File: src/rtl/spi_slave_if.sv
// SPI pins plus the parallel byte side of the SPI slave, bundled as one port.
// Combinational bundle, no latency. No backpressure; the SPI master sets all timing.
interface spi_slave_if #(
    parameter int WIDTH = 8
);
    logic             ss;
    logic             sck;
    logic             mosi;
    logic             miso;
    logic [WIDTH-1:0] data_in;
    logic [WIDTH-1:0] data_out;
    logic             busy;
    logic             new_data;

    modport slave (
        input  ss, sck, mosi, data_in,
        output miso, data_out, busy, new_data
    );

    modport master (
        output ss, sck, mosi, data_in,
        input  miso, data_out, busy, new_data
    );
endinterface

File: src/rtl/spi_slave.sv
// SPI mode-0 slave, MSB first, oversampled on clk; SPI_SLAVE_MISO_HIZ_EN tristates miso when idle.
// Latency: new_data rises SYNC_STAGES+1 clk after the last sck rise at the pin.
// Backpressure: none; data_in is sampled at each frame load and data_out must be taken on new_data.
module spi_slave #(
    parameter int WIDTH       = 8,
    parameter int SYNC_STAGES = 2
) (
    input  logic        clk,
    input  logic        rst,
    spi_slave_if.slave  bus
);
    // Fewer than two stages is not a safe synchronizer, so the depth is clamped.
    localparam int NS = (SYNC_STAGES < 2) ? 2 : SYNC_STAGES;
    localparam int CW = (WIDTH > 1) ? $clog2(WIDTH) : 1;
    localparam logic [CW-1:0] LAST_BIT = CW'(WIDTH - 1);

    typedef enum logic {
        IDLE   = 1'b0,
        ACTIVE = 1'b1
    } state_t;

    state_t           state;
    state_t           state_next;

    logic [NS-1:0]    ss_pipe;
    logic [NS-1:0]    sck_pipe;
    logic [NS-1:0]    mosi_pipe;
    logic [NS-1:0]    fill;
    logic             sck_prev;
    logic             armed;

    logic             ss_s;
    logic             sck_s;
    logic             mosi_s;
    logic             sck_rise;
    logic             sck_fall;

    logic [CW-1:0]    bit_cnt;
    logic [WIDTH-1:0] rx_shift;
    logic [WIDTH-1:0] rx_next;
    logic [WIDTH-1:0] tx_shift;
    logic [WIDTH-1:0] data_out_q;
    logic             new_data_q;

    logic             start_frame;
    logic             end_frame;
    logic             sample;
    logic             shift_out;

    assign ss_s     = ss_pipe[NS-1];
    assign sck_s    = sck_pipe[NS-1];
    assign mosi_s   = mosi_pipe[NS-1];
    assign sck_rise = sck_s & ~sck_prev;
    assign sck_fall = ~sck_s & sck_prev;
    assign rx_next  = {rx_shift[WIDTH-2:0], mosi_s};

    // fill marks when the chain holds real pin samples rather than reset values;
    // armed then requires a genuine high ss before any frame may start.
    always_ff @(posedge clk) begin
        if (rst) begin
            ss_pipe   <= '1;
            sck_pipe  <= '0;
            mosi_pipe <= '0;
            sck_prev  <= 1'b0;
            fill      <= '0;
            armed     <= 1'b0;
        end else begin
            ss_pipe   <= {ss_pipe[NS-2:0], bus.ss};
            sck_pipe  <= {sck_pipe[NS-2:0], bus.sck};
            mosi_pipe <= {mosi_pipe[NS-2:0], bus.mosi};
            sck_prev  <= sck_s;
            fill      <= {fill[NS-2:0], 1'b1};
            if (fill[NS-1] && ss_s) begin
                armed <= 1'b1;
            end
        end
    end

    always_ff @(posedge clk) begin
        if (rst) begin
            state <= IDLE;
        end else begin
            state <= state_next;
        end
    end

    // ss wins over any sck edge seen in the same cycle.
    always_comb begin
        state_next  = state;
        start_frame = 1'b0;
        end_frame   = 1'b0;
        sample      = 1'b0;
        shift_out   = 1'b0;
        case (state)
            IDLE: begin
                if (armed && !ss_s) begin
                    state_next  = ACTIVE;
                    start_frame = 1'b1;
                end
            end
            ACTIVE: begin
                if (ss_s) begin
                    state_next = IDLE;
                    end_frame  = 1'b1;
                end else if (sck_rise) begin
                    sample = 1'b1;
                end else if (sck_fall && (bit_cnt != '0)) begin
                    shift_out = 1'b1;
                end
            end
            default: begin
                state_next = IDLE;
            end
        endcase
    end

    // The falling edge right after a wrap is skipped so the freshly reloaded MSB stays on miso.
    always_ff @(posedge clk) begin
        if (rst) begin
            bit_cnt    <= '0;
            rx_shift   <= '0;
            tx_shift   <= '0;
            data_out_q <= '0;
            new_data_q <= 1'b0;
        end else begin
            new_data_q <= 1'b0;
            if (start_frame || end_frame) begin
                bit_cnt <= '0;
            end
            if (start_frame) begin
                tx_shift <= bus.data_in;
            end
            if (sample) begin
                rx_shift <= rx_next;
                if (bit_cnt == LAST_BIT) begin
                    bit_cnt    <= '0;
                    data_out_q <= rx_next;
                    new_data_q <= 1'b1;
                    tx_shift   <= bus.data_in;
                end else begin
                    bit_cnt <= bit_cnt + CW'(1);
                end
            end
            if (shift_out) begin
                tx_shift <= {tx_shift[WIDTH-2:0], 1'b0};
            end
        end
    end

    assign bus.data_out = data_out_q;
    assign bus.new_data = new_data_q;
    assign bus.busy     = (state == ACTIVE);

`ifdef SPI_SLAVE_MISO_HIZ_EN
    assign bus.miso = ((state == ACTIVE) && !rst) ? tx_shift[WIDTH-1] : 1'bz;
`else
    assign bus.miso = ((state == ACTIVE) && !rst) ? tx_shift[WIDTH-1] : 1'b0;
`endif

endmodule

File: src/flat_wrapper.sv
// flat-port wrapper written by rule: the top's interface ports become plain ports
module spi_slave_flat 
#(
    parameter int WIDTH       = 8,
    parameter int SYNC_STAGES = 2
)
  (clk, rst, bus_ss, bus_sck, bus_mosi, bus_data_in, bus_miso, bus_data_out, bus_busy, bus_new_data);
  spi_slave_if #(.WIDTH(WIDTH)) bus_i ();
  input  logic clk;
  input  logic rst;
  input wire logic [$bits(bus_i.ss)-1:0] bus_ss;
  input wire logic [$bits(bus_i.sck)-1:0] bus_sck;
  input wire logic [$bits(bus_i.mosi)-1:0] bus_mosi;
  input wire logic [$bits(bus_i.data_in)-1:0] bus_data_in;
  output wire logic [$bits(bus_i.miso)-1:0] bus_miso;
  output wire logic [$bits(bus_i.data_out)-1:0] bus_data_out;
  output wire logic [$bits(bus_i.busy)-1:0] bus_busy;
  output wire logic [$bits(bus_i.new_data)-1:0] bus_new_data;
  assign bus_i.ss = bus_ss;
  assign bus_i.sck = bus_sck;
  assign bus_i.mosi = bus_mosi;
  assign bus_i.data_in = bus_data_in;
  assign bus_miso = bus_i.miso;
  assign bus_data_out = bus_i.data_out;
  assign bus_busy = bus_i.busy;
  assign bus_new_data = bus_i.new_data;
  spi_slave #(.WIDTH(WIDTH), .SYNC_STAGES(SYNC_STAGES)) u_core (.clk(clk), .rst(rst), .bus(bus_i));
endmodule
File: config.mk
export PLATFORM = sky130hd
export DESIGN_NAME = spi_slave_flat
export DESIGN_NICKNAME = d
export VERILOG_FILES = /design/src/rtl/spi_slave_if.sv /design/src/rtl/spi_slave.sv /design/src/flat_wrapper.sv
export SDC_FILE = /design/constraint.sdc
export NUM_CORES = 1
export LEC_CHECK = 0
export CORE_MARGIN = 2
export CORE_UTILIZATION = 55
export CTS_CLUSTER_SIZE = 25
export DETAILED_ROUTE_END_ITERATION = 12
export HOLD_SLACK_MARGIN = 0.05
export PLACE_DENSITY = 0.81
export REMOVE_ABC_BUFFERS = 1
export SYNTH_ARGS = -nofsm -noshare
export SYNTH_HDL_FRONTEND = slang
export SYNTH_SLANG_ARGS = --single-unit
export TNS_END_PERCENT = 100
File: constraint.sdc
create_clock -name clk -period 4.2 [get_ports clk]
set_input_delay 0.84 -clock clk [delete_from_list [all_inputs] [get_ports clk]]
set_output_delay 0.84 -clock clk [all_outputs]
set_load 0.02 [all_outputs]
==> run summary <==
status -> finished clean
IO buf count -> 23
post-synth top area cell -> dfxtp_1
Seq cells post-synth -> 38
switching portion of total power -> 21.1%
R2R depth -> 6
# DRC -> 0
worst reg2reg path endpoint -> u_core.tx_shift[0]$_SDFF_PP0_
setup repair bufs after CTS -> 0
CTS Buf Count -> 5
Top FF cell, synth -> dfxtp_1
first-pass GRT wire length -> 3800 um
Synth Warn # -> 0
Slew Limit Fails -> 0
RSZ-0062 raised after global routing -> false
hold_buf cts -> 0
Final Critical Period -> 2950 ps
launch point of the worst hold path -> u_core.ss_pipe[0]$_SDFF_PP1_
Starting DRT DRC Count -> 13
final worst-path cycle share -> 70.2%
setup slack at placement -> 1250 ps
setup_tns -> 0 ps
core area -> 0.00248 mm^2
htree depth -> 2
clock slew at reported path FFs -> 100 ps
switching pwr -> 0.124 mW
Starting Density -> 58.0%
Post-synth EDFFs -> 0
most area-consuming cells after synthesis -> dfxtp_1 53%, nand2_1 6.3%, a21oi_1 5.9%, mux2i_1 4.9%, a211oi_1 3.7%
Cell Area, Synth -> 0.00144 mm^2
CP Launch Type -> input pin
total power -> 0.586 mW
routed vias/inst -> 5.13
largest net degree at the start of global routing -> 37
Seq/Total Area, Yosys -> 53.0%
top cells by count, synth -> 38 x dfxtp_1, 24 x nand2_1, 17 x a21oi_1, 12 x nor2_1
P_int -> 0.463 mW
Setup Viol. Count Final -> 0
GP Congestion -> 0.714
worst hold path stage count -> 1
Max Fanout on Critical Path -> 3
Pwr Density -> 337 mW/mm^2
post-route ant nets -> 0
TritonCTS clock tree -> done
Worst R2R Setup Slack -> 2110 ps
Multi-input gate area -> 631 um^2
Max Freq -> 339 MHz
gr usage total -> 18.1%
vias in the first global route -> 910
Final HPWL DP -> 1650 um
initial antenna violation count -> 0
WL final -> 2330 um
fraction of registers with async set/reset -> 0%
synth unique cells -> 29
clock buffer depth -> 2
# fillers -> 213
Setup Crit Path Kind -> input pin to primary output
Sink Count -> 38
die area -> 0.00304 mm^2
Lkg Pwr -> 0.631 nW
clk_skew -> 8.68 ps
worst setup margin -> 1250 ps
clock latency on the worst-skew pair -> 340 ps
DR vias -> 1,067
layout cells sized above 1 -> 10.1%
Die Span Y -> 55.1 um
Final Hold Viols -> 0
DR WL/cell -> 11.2 um
sequential power share -> 63.0%
Die W -> 55.1 um
reg2reg start -> u_core.bit_cnt[0]$_SDFFE_PP0P_
Root Driver -> clkbuf_4
Data required, critical path -> 3360 ps
CTS resizes -> 0
most frequent cell after synthesis -> dfxtp_1
crit end category -> primary output
critical path arrival -> 2110 ps
diodes inserted -> 0
FF/Latch Area -> 761 um^2
Layout area overhead -> 21.0%
Comb pwr share -> 4.4%
num ports -> 24
Hold Path Sink -> u_core.ss_pipe[1]$_SDFF_PP1_
Nets -> 193
Synth top area share -> 53.0%
worst slew pin tran -> 574 ps
FP Rows -> 18
DR pass1 iterations -> 5
GRT overflow -> 0
Slew HR -> 61.5%
Avg Inst Size Synth -> 9.33 um^2
clock power share -> 32.6%
maxcap violations -> 0
worst hold path type -> register to register
Max rail drop VDD -> 292 uV
Mapped Cells -> 154
[sequential cells by signal, indices dropped and copies added (netlist names)]
signal               flops
u_core.bus.new_data      1
u_core.sck_pipe          2
u_core.mosi_pipe         2
u_core.bus.data_out      8
u_core.rx_shift          7
u_core.tx_shift          8
u_core.bus.busy          1
u_core.armed             1
u_core.ss_pipe           2
u_core.sck_prev          1
u_core.fill              2
u_core.bit_cnt           3
[cell type report]
type / count / area share (%)
repair buffers: 24 / 13.7
multi-input cells: 105 / 36.3
inverters: 3 / 0.648
well taps: 30 / 2.16
clock buffers: 7 / 3.17
flip-flops and latches: 38 / 43.8
clock inverters: 1 / 0.288
[power groups by stage]
stage | clock network (mW) | registers (mW) | logic [mW]
after detailed placement | 0 | 0.378 | 0.0260
after global routing | 0.212 | 0.370 | 0.0283
after floorplan | 0 | 0.377 | 0.00835
final | 0.191 | 0.369 | 0.0258
after CTS | 0.198 | 0.369 | 0.0261
after global placement | 0 | 0.377 | 0.0255
[worst max path at each step]
| stage | to | start | cells after the start |
|---|---|---|---|
| after floorplan | bus_miso | rst | 2 |
| after global routing | bus_miso | rst | 4 |
| after CTS | bus_miso | rst | 4 |
| after detailed placement | bus_miso | rst | 4 |
| after global placement | bus_miso | rst | 4 |
| final | bus_miso | rst | 4 |
[metal layers]
layer  share of wire, %  vias to the layer above  GRT usage [%]
li1                   -                      566              -
met1                 46                      471           21.8
met2                 47                       23           28.0
met3                5.2                        7           5.65
met4                2.1                        0           11.0
met5                  0                        -              0
[cells in the final DEF (no fill, tap or decap), types with 2 or more instances in the layout]
| cell type | Yosys | final |
|---|---|---|
| nand3_1 | 8 | 8 |
| a211oi_1 | 7 | 7 |
| a22oi_1 | 2 | 2 |
| nand2_1 | 24 | 24 |
| dfxtp_1 | 38 | 38 |
| a21oi_1 | 17 | 17 |
| inv_1 | 3 | 3 |
| clkbuf_4 | 0 | 5 |
| mux2i_1 | 7 | 7 |
| ha_1 | 3 | 3 |
| nor2b_1 | 8 | 8 |
| nor2_1 | 12 | 12 |
| or2_2 | 2 | 2 |
| clkdlybuf4s50_1 | 0 | 23 |
[stage by stage]
step | utilization, % | cell area [um^2] | instances | hold slack, ps
floorplan | - | 1400 | 146 | 389
global placement | 67.7 | 1680 | 200 | 394
detailed placement | 67.7 | 1680 | 200 | 408
CTS | 70.2 | 1740 | 208 | 427
global route | 70.2 | 1740 | 208 | 446
finish | 70.2 | 1740 | 208 | 423
[critical path: stages]
cell,delay (ps)
clkdlybuf4s50_1,410
inv_1,80
and3_2,170
clkdlybuf4s50_1,600
[kinds of logic (layout without fill, tap and decap cells)]
kind of cell	Yosys count	in the layout	share of synthesized area (%)
compound gates	28	28	12.2
fa+ha+maj	3	3	2.61
buf+inv	11	35	3.14
flops	38	38	53.0
mux	8	8	5.66
simple gates	66	66	23.4
(Power assumes the default switching activity.)
